$ cat src/rtl/dcache_tile_port.sv
// Initiator port for the banked dcache: one SZ-row tile load/store per request.
// The tile goes out as one strided access, or as SZ single-row accesses when the row banks collide.
module dcache_tile_port #(
  parameter int SZ      = 4,
  parameter int LOGCNT  = 5,
  parameter int BITS    = 18,
  parameter int ACC_CYC = 5
) (
  input  logic                        clk,
  input  logic                        resetn,
  input  logic                        req_valid,
  output logic                        req_ready,
  input  logic                        req_we,
  input  logic [10+LOGCNT-1:0]        req_addr,
  input  logic [10+LOGCNT-2:0]        req_stride,
  input  logic [BITS*SZ*SZ-1:0]       req_data,
  output logic                        resp_valid,
  input  logic                        resp_ready,
  output logic [BITS*SZ*SZ-1:0]       resp_data,
  output logic [2:0]                  resp_passes,
  output logic [10+LOGCNT-1:0]        dc_addr,
  output logic [10+LOGCNT-2:0]        dc_stride_x,
  output logic [10+LOGCNT-2:0]        dc_stride_y,
  output logic [BITS*SZ*SZ-1:0]       dc_dat_w,
  output logic                        dc_we,
  input  logic [BITS*SZ*SZ-1:0]       dc_dat_r
);

  localparam int AW  = 10 + LOGCNT;
  localparam int SW  = AW - 1;
  localparam int RW  = BITS * SZ;
  localparam int CW  = $clog2(ACC_CYC);
  localparam int RCW = (SZ > 1) ? $clog2(SZ) : 1;

  localparam logic [2:0] S_IDLE   = 3'd0;
  localparam logic [2:0] S_CHECK  = 3'd1;
  localparam logic [2:0] S_ACCESS = 3'd2;
  localparam logic [2:0] S_GAP    = 3'd3;
  localparam logic [2:0] S_RESP   = 3'd4;

  logic [2:0]           state_reg;
  logic                 we_reg;
  logic [AW-1:0]        addr_reg;
  logic [SW-1:0]        stride_reg;
  logic [SZ*RW-1:0]     data_reg;
  logic [RW-1:0]        cap_reg [SZ];
  logic                 conflict_reg;
  logic [RCW-1:0]       row_reg;
  logic [CW-1:0]        cyc_reg;

  logic [AW-1:0]        row_addr [SZ];
  logic [RW-1:0]        data_row [SZ];
  logic [SZ*SZ-1:0]     pair_hit;
  logic                 conflict;

  // Row addresses wrap silently modulo 2^AW; only the low LOGCNT bits pick the bank.
  for (genvar gi = 0; gi < SZ; gi++) begin : g_row
    assign row_addr[gi] = addr_reg + AW'(stride_reg) * AW'(gi);
    assign data_row[gi] = data_reg[RW*gi +: RW];
    assign resp_data[RW*gi +: RW] = (state_reg == S_RESP) ? cap_reg[gi] : '0;
    for (genvar gj = 0; gj < SZ; gj++) begin : g_pair
      if (gj > gi) begin : g_cmp
        assign pair_hit[gi*SZ+gj] = (row_addr[gi][LOGCNT-1:0] == row_addr[gj][LOGCNT-1:0]);
      end else begin : g_none
        assign pair_hit[gi*SZ+gj] = 1'b0;
      end
    end
  end

  assign conflict    = |pair_hit;
  assign req_ready   = (state_reg == S_IDLE);
  assign resp_valid  = (state_reg == S_RESP);
  assign resp_passes = (state_reg != S_RESP) ? 3'd0 : (conflict_reg ? 3'(SZ) : 3'd1);
  assign dc_stride_x = '0;

  // dcache inputs are decoded from registered state, so they hold steady for the whole access.
  always_comb begin
    dc_addr     = '0;
    dc_stride_y = '0;
    dc_dat_w    = '0;
    dc_we       = 1'b0;
    if (state_reg == S_ACCESS) begin
      dc_we = we_reg;
      if (conflict_reg) begin
        dc_addr          = row_addr[row_reg];
        dc_dat_w[RW-1:0] = data_row[row_reg];
      end else begin
        dc_addr     = addr_reg;
        dc_stride_y = stride_reg;
        dc_dat_w    = data_reg;
      end
    end
  end

  always_ff @(posedge clk or negedge resetn) begin
    if (!resetn) begin
      state_reg    <= S_IDLE;
      we_reg       <= 1'b0;
      addr_reg     <= '0;
      stride_reg   <= '0;
      data_reg     <= '0;
      conflict_reg <= 1'b0;
      row_reg      <= '0;
      cyc_reg      <= '0;
      for (int i = 0; i < SZ; i++) cap_reg[i] <= '0;
    end else begin
      case (state_reg)
        S_IDLE: begin
          if (req_valid) begin
            we_reg     <= req_we;
            addr_reg   <= req_addr;
            stride_reg <= req_stride;
            data_reg   <= req_data;
            for (int i = 0; i < SZ; i++) cap_reg[i] <= '0;
            state_reg  <= S_CHECK;
          end
        end
        S_CHECK: begin
          conflict_reg <= conflict;
          row_reg      <= '0;
          cyc_reg      <= '0;
          state_reg    <= S_ACCESS;
        end
        S_ACCESS: begin
          if (cyc_reg == CW'(ACC_CYC - 1)) begin
            // dat_r is sampled on the last held cycle, when the dcache result is settled.
            if (!we_reg) begin
              if (conflict_reg) begin
                cap_reg[row_reg] <= dc_dat_r[RW-1:0];
              end else begin
                for (int i = 0; i < SZ; i++) cap_reg[i] <= dc_dat_r[RW*i +: RW];
              end
            end
            cyc_reg   <= '0;
            state_reg <= S_GAP;
          end else begin
            cyc_reg <= cyc_reg + 1'b1;
          end
        end
        S_GAP: begin
          if (conflict_reg && (row_reg != RCW'(SZ - 1))) begin
            row_reg   <= row_reg + 1'b1;
            state_reg <= S_ACCESS;
          end else begin
            state_reg <= S_RESP;
          end
        end
        S_RESP: begin
          if (resp_ready) state_reg <= S_IDLE;
        end
        default: state_reg <= S_IDLE;
      endcase
    end
  end

endmodule

$ cat config.mk
export PLATFORM = sky130hd
export DESIGN_NAME = dcache_tile_port
export DESIGN_NICKNAME = d
export VERILOG_FILES = /design/src/rtl/dcache_tile_port.sv
export SDC_FILE = /design/constraint.sdc
export NUM_CORES = 2
export LEC_CHECK = 0
export CORE_AREA = 10 10 469 471
export DETAILED_ROUTE_END_ITERATION = 16
export DIE_AREA = 0 0 479 481
export GPL_TIMING_DRIVEN = 0
export PLACE_DENSITY = 0.47
export SLEW_MARGIN = 20
export SYNTH_ARGS = -nofsm -noshare
export SYNTH_HDL_FRONTEND = slang
export SYNTH_SLANG_ARGS = --single-unit
$ cat constraint.sdc
create_clock -name clk -period 5.3 [get_ports clk]
set_input_delay 1.06 -clock clk [delete_from_list [all_inputs] [get_ports clk]]
set_output_delay 1.06 -clock clk [all_outputs]
set_load 0.01 [all_outputs]
==> impl_metrics.toml <==
[final_layout]
multi_input_area_sq_mm = 0.01683
drive_gt1_share_pct = 13.72
fin_cells = 7655
syn2layout_area_growth_pct = 57.79
final_cell_mix = "clkdlybuf4s50_1 (1210), dfrtp_1 (604), and2_1 (521)"
regArea_sq_mm = 0.01540
final_core_util_pct = 25.00
layout_commonest_cell = "clkdlybuf4s50_1"
finalInstanceArea_sq_mm = 0.05271
n_fill_cell = 22931
fin_nets = 5420

[synthesis]
synthDominantCellAreaShare_pct = 46.07
yosysTopAreaCell = "dfrtp_1"
synth_area_sq_mm = 0.03341
ys_types = 63
ys_seq_area_share_pct = 46.07
ys_seq_elements = 615
synthFlopType = "dfrtp_1"
synthTopCellsByArea = "dfrtp_1 (46%), mux2_2 (11%), and2_1 (9.8%), o21ai_0 (5.3%), nand2_1 (5.2%)"
ys_warn_count = 0
synth_cells = 3410
synthArstFlopShare_pct = 100.0
synth-edff-count = 0
synth_area_per_cell_sq_um = 9.797

[timing]
clock-skew-final_ns = 0.04984
rsz0062_at_grt = "true"
setup_viol = 0
setup_slack_ns = 0.1129
fmax_mhz = 192.8
period_share_pct = 97.87
tightest_slew_ns = 1.061
slew_headroom_pct = 29.24
fin_crit_ns = 5.187
finalHoldViolations = 0
fin_tns_setup_ns = 0
worst_hold_slack_ns = 0.3652
slew_viol_final = 0

[route]
drt_iter0_drc = 2029
first_pass_iters = 5
ant_nets = 0
vias = 32721
finalWirelength_um = 234200
drc = 0
via_per_inst = 4.274
post_drt_wl_per_cell_um = 30.59

[floorplan]
num_rows = 169
die_area_sq_mm = 0.2304
io_pins = 1235
dieWidth_um = 479
die_height_um = 481
core_sq_mm = 0.2108
start_util_pct = 15.85

[grt]
antenna_found_initial = 64
overflow = 0
groute.usage.overall_pct = 19.43
grt_max_degree = 93
grt_pass1_vias = 34949
grt_pass1_wl_um = 312400

[critical_path]
ff2ff_path_depth = 10
cpPeakStageDelay_ns = 0.54
cp_max_fo = 4
required_ns = 4.24
critical_path.cell_chain = "fa_1 -> ha_1 -> inv_1 -> fa_1 -> nand2b_1 -> a21oi_2 -> o22ai_2 -> o21ai_2 -> a21oi_1 -> mux2_2 -> a211oi_4 -> clkdlybuf4s15_2"
worst-path-stages = 12
slowest_stage = "fa_1"
cp-start-kind = "flip-flop"
critical-path-top-delay-family = "adder cells"
crit_arrival_ns = 4.13
endpoint_kind = "output pin"
crit_buf_inv = 2
path_common_cell = "fa_1"
worstSetupPathType = "reg2out"

[run]
drv_cap = 0

[placement]
hpwlAfterDp_um = 194200
gp_congestion = 0.9197
dp.cells = 7479
dpl_cell_area_sq_mm = 0.04965
place_ws_ns = -0.1186
port_buffers = 1219

[clock_tree]
clockBufferDepth = 3
clkSinkCount = 615
htree_levels = 3
root_buffer = "clkbuf_16"
cts_tree = "built"
numCtsBuffers = 84
clk_latency_ns = 0.73
clk_pin_slew_worst_paths_ns = 0.06

[status]
status = "complete, no violations"

[hold_path]
hp-class = "in2async"

[power_and_ir_drop]
p_total_mw = 36.19
p_leak_nw = 20.94
powerDensity_mw_per_mm2 = 686.6
irDropWorstVdd_uv = 359.6
final timing paths:
path	startpoint	end	slack, ns
worst max-delay path	stride_reg[0]$_DFFE_PN0P_	dc_addr[13]	0.11
worst min-delay path	resetn	cap_reg[200]$_DFFE_PN0P_	0.37
worst max register to register	row_reg[0]$_DFFE_PN0P_	cap_reg[120]$_DFFE_PN0P_	1.21
worst min register to register	cap_reg[191]$_DFFE_PN0P_	cap_reg[191]$_DFFE_PN0P_	0.47
max in group asynchronous	resetn	data_reg[139]$_DFFE_PN0P_	3.00
min in group clk	cap_reg[191]$_DFFE_PN0P_	cap_reg[191]$_DFFE_PN0P_	0.47
cell type report:
| type | count | share of cell area (%) |
|---|---|---|
| Antenna cell | 22 | 0.1044 |
| Multi-Input combinational cell | 2491 | 31.94 |
| Tap cell | 2821 | 6.696 |
| Sequential cell | 615 | 29.22 |
| Inverter | 27 | 0.1970 |
| Clock buffer | 124 | 4.674 |
| Clock inverter | 26 | 0.6527 |
| Buffer | 290 | 2.528 |
| Timing Repair Buffer | 1239 | 23.99 |
Yosys cell counts, types with 4 or more instances:
library cell	number
xor2_1	14
nor3_1	13
a21o_1	11
and3_1	7
o221ai_1	5
buf_4	15
ha_1	46
xnor2_1	37
a31oi_1	4
o21a_1	8
nand2_1	464
clkbuf_1	172
fa_1	16
a211oi_1	10
dfrtp_1	615
a21oi_1	109
o22ai_1	8
o21ai_0	355
o21ai_1	44
nand3_1	16
inv_1	24
and2_1	521
a22oi_1	218
o21ai_2	5
mux2_2	319
nand2b_1	6
mux2i_1	76
buf_1	10
buf_2	94
o31ai_1	75
nor2_1	39
metal layers:
layer  routed length, um  up-vias  share of wire (%)  GRT usage (%)
li1                    -    14582                  -              -
met1               83230    16408                 36          20.05
met2              123100     1392                 53          36.62
met3               19650      305                8.4          6.807
met4                7978       34                3.4          5.833
met5                 227        -              0.097              0
logic make-up after synthesis:
kind of cell | after synthesis | synth area share (%)
AND/OR/NAND/NOR | 1087 | 16.54
AO/OA/AOI/OAI | 878 | 16.05
flip-flops | 615 | 46.07
multiplexers | 397 | 13.16
buffers and inverters | 318 | 4.094
adder cells (fa/ha/maj) | 62 | 2.682
XOR/XNOR | 52 | 1.386
other | 1 | 0.01123
where the power goes:
group / switching [mW] / internal [mW] / total [mW]
sequential: 2.05 / 6.90 / 8.95
clock: 2.50 / 3.44 / 5.94
combinational: 12.5 / 8.82 / 21.3
total: 17.0 / 19.2 / 36.2
worst reg2reg max path: cells and delay by family, from the launching register on:
| family | cells | cell delay (ns) |
|---|---|---|
| buffers and inverters | 6 | 2.28 |
| AOI/OAI and AO/OA | 2 | 0.74 |
| DFF | 1 | 0.42 |
| adders and majority gates | 1 | 0.36 |
| and+or+nand+nor | 1 | 0.17 |
repair_timing:
action                     4_1_cts  5_1_grt
gates resized for setup         66       14
pin swaps                        3        6
setup endpoints to repair      303       10
hold buffers                     0        0
setup buffers                    1        4
No activity file was read; power rests on OpenSTA's default activity.
